===== src/rtl/jpeg_pkg.sv =====
// Shared JPEG decode-path constants and helpers: default MCU size,
// ceiling log2 and the subsampling-ratio derivation.
package jpeg_pkg;

  localparam int MCU_WIDTH_DEFAULT  = 8;
  localparam int MCU_HEIGHT_DEFAULT = 8;

  // Ceiling log2, never below 1 so that counters for a range of one still have a bit.
  function automatic int log2(input int n);
    int r;
    r = 0;
    while ((1 << r) < n) r++;
    return (r < 1) ? 1 : r;
  endfunction

  function automatic int upsample_factor(input int in_sub, input int out_sub);
    return in_sub / out_sub;
  endfunction

endpackage


===== src/rtl/upsampling_line_buffer.sv =====
// Simple dual-port line RAM: one write port, one registered read port.
// Contents are not reset; only the control logic around it is.
module upsampling_line_buffer #(
  parameter int DEPTH = 16,
  parameter int AW    = 4,
  parameter int DW    = 8
) (
  input  logic          i_sysclk,
  input  logic          i_we,
  input  logic [AW-1:0] i_waddr,
  input  logic [DW-1:0] i_wdata,
  input  logic          i_re,
  input  logic [AW-1:0] i_raddr,
  output logic [DW-1:0] o_rdata
);

  logic [DW-1:0] r_mem [DEPTH];
  logic [DW-1:0] r_rdata;

  always_ff @(posedge i_sysclk) begin
    if (i_we) r_mem[i_waddr] <= i_wdata;
    if (i_re) r_rdata <= r_mem[i_raddr];
  end

  assign o_rdata = r_rdata;

endmodule


===== src/rtl/chroma_upsampling.sv =====
// Chroma upsampler: replicates each sample XF times and each row YF times,
// using a ping-pong line buffer, a 2-entry skid buffer and registered outputs.
module chroma_upsampling
  import jpeg_pkg::*;
#(
  parameter int XI_SUBSAMPLE    = 2,
  parameter int YI_SUBSAMPLE    = 2,
  parameter int XO_SUBSAMPLE    = 1,
  parameter int YO_SUBSAMPLE    = 1,
  parameter int MCU_WIDTH       = MCU_WIDTH_DEFAULT,
  parameter int MCU_HEIGHT      = MCU_HEIGHT_DEFAULT,
  parameter int COLOR_PRECISION = 8
) (
  input  logic                       i_sysclk,
  input  logic                       i_arst,
  input  logic                       i_we,
  input  logic [COLOR_PRECISION-1:0] i_color,
  output logic                       o_ready,
  output logic                       o_we,
  output logic [COLOR_PRECISION-1:0] o_color,
  output logic                       o_last,
  input  logic                       i_ready
);

  localparam int XF = upsample_factor(XI_SUBSAMPLE, XO_SUBSAMPLE);
  localparam int YF = upsample_factor(YI_SUBSAMPLE, YO_SUBSAMPLE);
  localparam int CW = log2(MCU_WIDTH);
  localparam int BW = log2(MCU_HEIGHT);
  localparam int XW = log2(XF);
  localparam int YW = log2(YF);
  localparam int AW = log2(2 * MCU_WIDTH);
  localparam int DW = COLOR_PRECISION;

  localparam logic [CW-1:0] COL_MAX    = CW'(MCU_WIDTH - 1);
  localparam logic [BW-1:0] ROW_MAX    = BW'(MCU_HEIGHT - 1);
  localparam logic [XW-1:0] X_MAX      = XW'(XF - 1);
  localparam logic [YW-1:0] Y_MAX      = YW'(YF - 1);
  localparam logic [AW-1:0] BANK1_BASE = AW'(MCU_WIDTH);

  logic [1:0]    r_full;
  logic          r_wbank;
  logic          r_rbank;
  logic [CW-1:0] r_wcol;
  logic [CW-1:0] r_rcol;
  logic [XW-1:0] r_xrep;
  logic [YW-1:0] r_yrep;
  logic [BW-1:0] r_brow;
  logic          r_rd_valid;
  logic          r_rd_last;
  logic [DW-1:0] r_skid_data [2];
  logic [1:0]    r_skid_last;
  logic [1:0]    r_skid_cnt;
  logic          r_o_we;
  logic [DW-1:0] r_o_color;
  logic          r_o_last;

  logic          w_wr_en;
  logic [AW-1:0] w_waddr;
  logic [AW-1:0] w_raddr;
  logic [2:0]    w_inflight;
  logic          w_rd_en;
  logic          w_x_end;
  logic          w_c_end;
  logic          w_y_end;
  logic          w_rd_final;
  logic          w_rd_tag_last;
  logic [DW-1:0] w_rd_data;
  logic          w_out_load;
  logic          w_src_valid;
  logic [DW-1:0] w_src_data;
  logic          w_src_last;
  logic          w_pop;
  logic          w_push;

  assign o_ready = !r_full[r_wbank];
  assign w_wr_en = i_we && !r_full[r_wbank];
  assign w_waddr = r_wbank ? (BANK1_BASE + AW'(r_wcol)) : AW'(r_wcol);
  assign w_raddr = r_rbank ? (BANK1_BASE + AW'(r_rcol)) : AW'(r_rcol);

  // Reads already in the RAM register count against skid space so it can never overflow.
  assign w_inflight    = {1'b0, r_skid_cnt} + {2'b00, r_rd_valid};
  assign w_rd_en       = r_full[r_rbank] && (w_inflight < 3'd2);
  assign w_x_end       = (r_xrep == X_MAX);
  assign w_c_end       = (r_rcol == COL_MAX);
  assign w_y_end       = (r_yrep == Y_MAX);
  assign w_rd_final    = w_rd_en && w_x_end && w_c_end && w_y_end;
  assign w_rd_tag_last = w_rd_final && (r_brow == ROW_MAX);

  upsampling_line_buffer #(
    .DEPTH (2 * MCU_WIDTH),
    .AW    (AW),
    .DW    (DW)
  ) u_line_buffer (
    .i_sysclk (i_sysclk),
    .i_we     (w_wr_en),
    .i_waddr  (w_waddr),
    .i_wdata  (i_color),
    .i_re     (w_rd_en),
    .i_raddr  (w_raddr),
    .o_rdata  (w_rd_data)
  );

  // The skid head takes priority; RAM data bypasses straight to the output when the skid is empty.
  always_comb begin
    w_out_load  = !r_o_we || i_ready;
    w_src_valid = 1'b0;
    w_src_data  = w_rd_data;
    w_src_last  = r_rd_last;
    w_pop       = 1'b0;
    w_push      = 1'b0;
    if (r_skid_cnt != 2'd0) begin
      w_src_valid = 1'b1;
      w_src_data  = r_skid_data[0];
      w_src_last  = r_skid_last[0];
      w_pop       = w_out_load;
      w_push      = r_rd_valid;
    end else begin
      w_src_valid = r_rd_valid;
      w_push      = r_rd_valid && !w_out_load;
    end
  end

  always_ff @(posedge i_sysclk or posedge i_arst) begin
    if (i_arst) begin
      r_full      <= '0;
      r_wbank     <= 1'b0;
      r_rbank     <= 1'b0;
      r_wcol      <= '0;
      r_rcol      <= '0;
      r_xrep      <= '0;
      r_yrep      <= '0;
      r_brow      <= '0;
      r_rd_valid  <= 1'b0;
      r_rd_last   <= 1'b0;
      r_skid_data <= '{default: '0};
      r_skid_last <= '0;
      r_skid_cnt  <= '0;
      r_o_we      <= 1'b0;
      r_o_color   <= '0;
      r_o_last    <= 1'b0;
    end else begin
      if (w_wr_en) begin
        if (r_wcol == COL_MAX) begin
          r_wcol          <= '0;
          r_full[r_wbank] <= 1'b1;
          r_wbank         <= ~r_wbank;
        end else begin
          r_wcol <= r_wcol + 1'b1;
        end
      end

      // A bank being cleared here is never the bank being filled above.
      if (w_rd_en) begin
        if (w_x_end) begin
          r_xrep <= '0;
          if (w_c_end) begin
            r_rcol <= '0;
            if (w_y_end) begin
              r_yrep          <= '0;
              r_full[r_rbank] <= 1'b0;
              r_rbank         <= ~r_rbank;
              r_brow          <= (r_brow == ROW_MAX) ? '0 : r_brow + 1'b1;
            end else begin
              r_yrep <= r_yrep + 1'b1;
            end
          end else begin
            r_rcol <= r_rcol + 1'b1;
          end
        end else begin
          r_xrep <= r_xrep + 1'b1;
        end
      end

      r_rd_valid <= w_rd_en;
      r_rd_last  <= w_rd_tag_last;

      case ({w_pop, w_push})
        2'b10: begin
          r_skid_data[0] <= r_skid_data[1];
          r_skid_last[0] <= r_skid_last[1];
        end
        2'b01: begin
          if (r_skid_cnt == 2'd0) begin
            r_skid_data[0] <= w_rd_data;
            r_skid_last[0] <= r_rd_last;
          end else begin
            r_skid_data[1] <= w_rd_data;
            r_skid_last[1] <= r_rd_last;
          end
        end
        2'b11: begin
          if (r_skid_cnt == 2'd1) begin
            r_skid_data[0] <= w_rd_data;
            r_skid_last[0] <= r_rd_last;
          end else begin
            r_skid_data[0] <= r_skid_data[1];
            r_skid_last[0] <= r_skid_last[1];
            r_skid_data[1] <= w_rd_data;
            r_skid_last[1] <= r_rd_last;
          end
        end
        default: ;
      endcase
      r_skid_cnt <= r_skid_cnt + {1'b0, w_push} - {1'b0, w_pop};

      if (w_out_load) begin
        r_o_we   <= w_src_valid;
        r_o_last <= w_src_valid && w_src_last;
        if (w_src_valid) r_o_color <= w_src_data;
      end
    end
  end

  assign o_we    = r_o_we;
  assign o_color = r_o_color;
  assign o_last  = r_o_last;

endmodule


===== config.mk =====
export PLATFORM = sky130hd
export DESIGN_NAME = chroma_upsampling
export DESIGN_NICKNAME = d
export VERILOG_FILES = /design/src/rtl/jpeg_pkg.sv /design/src/rtl/upsampling_line_buffer.sv /design/src/rtl/chroma_upsampling.sv
export SDC_FILE = /design/constraint.sdc
export NUM_CORES = 1
export LEC_CHECK = 0
export CAP_MARGIN = 20
export CORE_MARGIN = 2
export CORE_UTILIZATION = 65
export CTS_CLUSTER_DIAMETER = 80
export DETAILED_ROUTE_END_ITERATION = 16
export HOLD_SLACK_MARGIN = 0.12
export PLACE_DENSITY = 0.88
export SLEW_MARGIN = 20
export SYNTH_ARGS = -nofsm -noshare
export SYNTH_HDL_FRONTEND = slang
export SYNTH_SLANG_ARGS = --single-unit

===== constraint.sdc =====
create_clock -name i_sysclk -period 6.6 [get_ports i_sysclk]
set_clock_uncertainty 0.15 [all_clocks]
set_input_delay 0.66 -clock i_sysclk [delete_from_list [all_inputs] [get_ports i_sysclk]]
set_output_delay 0.66 -clock i_sysclk [all_outputs]
set_load 0.02 [all_outputs]

==> impl_results.md <==
* Iter 0 DRT Violations at 481
* Share of cells above drive strength 1 at 17.6%
* RSZ-0062 raised after global routing: no
* Crit path kind: register to register
* Worst r2r src: r_skid_cnt[0]
* DP Area at 0.00778 mm^2
* Total grt overflow at 0
* Post-synthesis area per instance at 16.8 um^2
* WHS Path Cells at 1
* TritonRoute pass-1 iters at 5
* Post-synthesis cell area at 0.00751 mm^2
* Post-CTS Hold Buffers at 0
* Worst Max-Slew Pin Slew at 1.10 ns
* Hold Path Sink: r_skid_data[1]
* Util after Layout at 74.0%
* N_diodes at 0
* Worst EP arrival at 3.20 ns
* Largest net degree at the start of global routing at 48
* Fmax at 0.328 GHz
* Ranking of synthesized cells by area: edfxtp_1 54%, dfrtp_1 16%, mux4_2 5.1%, mux2_2 4.1%, mux2i_1 3.6%
* TNS Setup at 0 ns
* YS warnings at 0
* Post-Layout Inst Area at 0.00837 mm^2
* Setup Fix Bufs, Post-CTS at 0
* DP HPWL at 8.91 mm
* Reg-to-reg setup timing slack at 3.55 ns
* Cts bufs inserted at 17
* Startpoint type of the worst setup path: register
* Avg Vias per Cell at 6.47
* Seq cells post-synth at 183
* Starting density of the core at 66.3%
* Pwr Density at 439 mW/mm^2
* # clock sinks at 183
* Vias at 4,043
* Yosys top cell by area: edfxtp_1
* Clock transition at the registers of the reported paths at 0.07 ns
* Root buffer cell: clkbuf_16
* Post-DRT Antenna Nets at 0
* First-pass GRT wire length at 22.8 mm
* Unique masters post-synth at 44
* Kind of end point of the critical path: register
* Post-cts resize count at 0
* Final net count at 494
* Core area at 0.0113 mm^2
* Worst reg2reg path endpoint: r_skid_data[6]
* Slew HR at 26.5%
* WP data required at 6.75 ns
* I/O pin count at 23
* Die Y-Extent at 111 um
* Clock Latency Late Sink at 0.43 ns
* Worst VDD drop at 0.295 mV
* Initial antenna violation count at 0
* Final setup vio count at 0
* Global placement routability congestion at 0.786
* CP max FO at 11
* Number of core rows at 39
* Syn nets at 472
* Tmin final at 3.05 ns
* CTS tree: done
* Slew Viols, Final at 0
* Residual DRC count at 0
* Fillers at 665
* Outcome: finished, final reports clean
* Max-cap violations at 0
* Share of the synthesized area in the top cell type at 54.4%
* Leak pwr at 0.00302 uW
* GRT Total Usage at 24.9%
* Sequential-to-total area share from yosys stat at 70.1%
* Area Overhead vs Synth at 11.5%
* Vias in the first global route at 4,024
* EDFF count, synth at 136
* Worst Hold Class: register to register
* Cell count after synthesis at 448
* Worst hold start: r_skid_data[1]
* Most frequent cells in the layout: 136 x edfxtp_1, 45 x dfrtp_1, 27 x mux2i_1, 27 x mux2_2, 23 x nand2_1
* Placed cells at 593
* DIE AREA at 0.0124 mm^2
* Routed WL at 14.5 mm
* Most common cell after layout, fill and taps aside: edfxtp_1
* Bufs on Longest Clock Path at 2
* Total power at 3680 uW
* Ys async rst share at 25.7%
* Final cell count without fillers at 625
* Post-synth top flop: edfxtp_1
* Worst R2R Path Depth at 6
* Period utilization at 46.2%
* H-tree Lvls at 4
* # port buffers at 22
* WL/cell at 23.2 um
* Die W at 111 um
* Hold Fails Final Rpt at 0
## routing by layer
layer | GRT usage [%] | up-vias | part of all wire (%)
li1 | - | 1775 | -
met3 | 4.84 | 29 | 8.3
met2 | 41.6 | 220 | 52
met5 | 0 | - | 0
met1 | 32.2 | 2019 | 37
met4 | 11.4 | 0 | 2.6
## cell type report
class	instances	area (um^2)	share of cell area (%)
inverter	7	26.3	0.314
multi-input combinational	238	2090	25.0
timing repair buffer	23	248	2.96
tap	143	179	2.14
clock buffer	19	433	5.17
sequential	183	5260	62.9
clock inverter	12	130	1.55
## cell families (layout without fill, tap and decap cells)
group | Yosys count | in the layout | share of synthesized area (%)
compound gates | 66 | 66 | 6.50
mux | 74 | 74 | 13.3
flops | 183 | 183 | 70.1
simple gates | 81 | 81 | 5.45
buf+inv | 27 | 61 | 2.05
xor+xnor | 5 | 5 | 0.583
fa+ha+maj | 12 | 12 | 2.00
## flip-flops by register name (all words and copies together) (netlist names), 2 cells and up
register and count:
u_line_buffer.r_mem 128, r_skid_data 16, o_color 8, u_line_buffer.o_rdata 8, r_brow 3, r_rcol 3, r_wcol 3, r_full 2
r_skid_cnt 2, r_skid_last 2
## cells in the mapped netlist (4+ instances only)
library cell,n
mux2_2,27
edfxtp_1,136
a22o_1,9
and2_1,16
a221oi_1,4
mux4_2,17
xnor2_1,4
nor2_1,22
dfrtp_1,47
a22oi_1,4
o22ai_1,4
buf_2,6
o21ai_0,14
buf_6,5
a31oi_1,9
ha_1,12
nor2b_1,6
a211o_1,4
clkbuf_1,6
o31ai_1,4
nand2_1,23
mux2i_1,27
inv_1,7
## where the power goes
part	internal, uW	switching (uW)
sequential	1450	253
combinational	511	488
clock	555	417
total	2520	1160
## through the flow
stage	setup WS, ns	hold WS (ns)
finish	3.55	0.360
global route	3.37	0.383
CTS	3.55	0.363
detailed placement	3.34	0.347
global placement	3.53	0.342
floorplan	4.29	0.331
## worst max-delay path, stage by stage, from the launching register on
cell,delay [ns]
dfrtp_1,0.44
nor2_1,0.56
a21boi_0,0.26
ha_1,0.29
nand3b_1,0.14
nor2b_1,0.66
mux2_2,0.42
## how the worst max path moves through the flow
stage	to	startpoint	cells past startpoint	slack [ns]
after floorplan	r_skid_data[10]	i_ready	8	4.29
after global placement	r_skid_data[5]	i_ready	7	3.53
after detailed placement	r_skid_data[4]	i_ready	7	3.34
after CTS	r_skid_data[6]	r_skid_cnt[0]	6	3.55
after global routing	r_skid_data[6]	r_skid_cnt[0]	6	3.37
final	r_skid_data[6]	r_skid_cnt[0]	6	3.55
No activity file was read; power rests on OpenSTA's default activity.
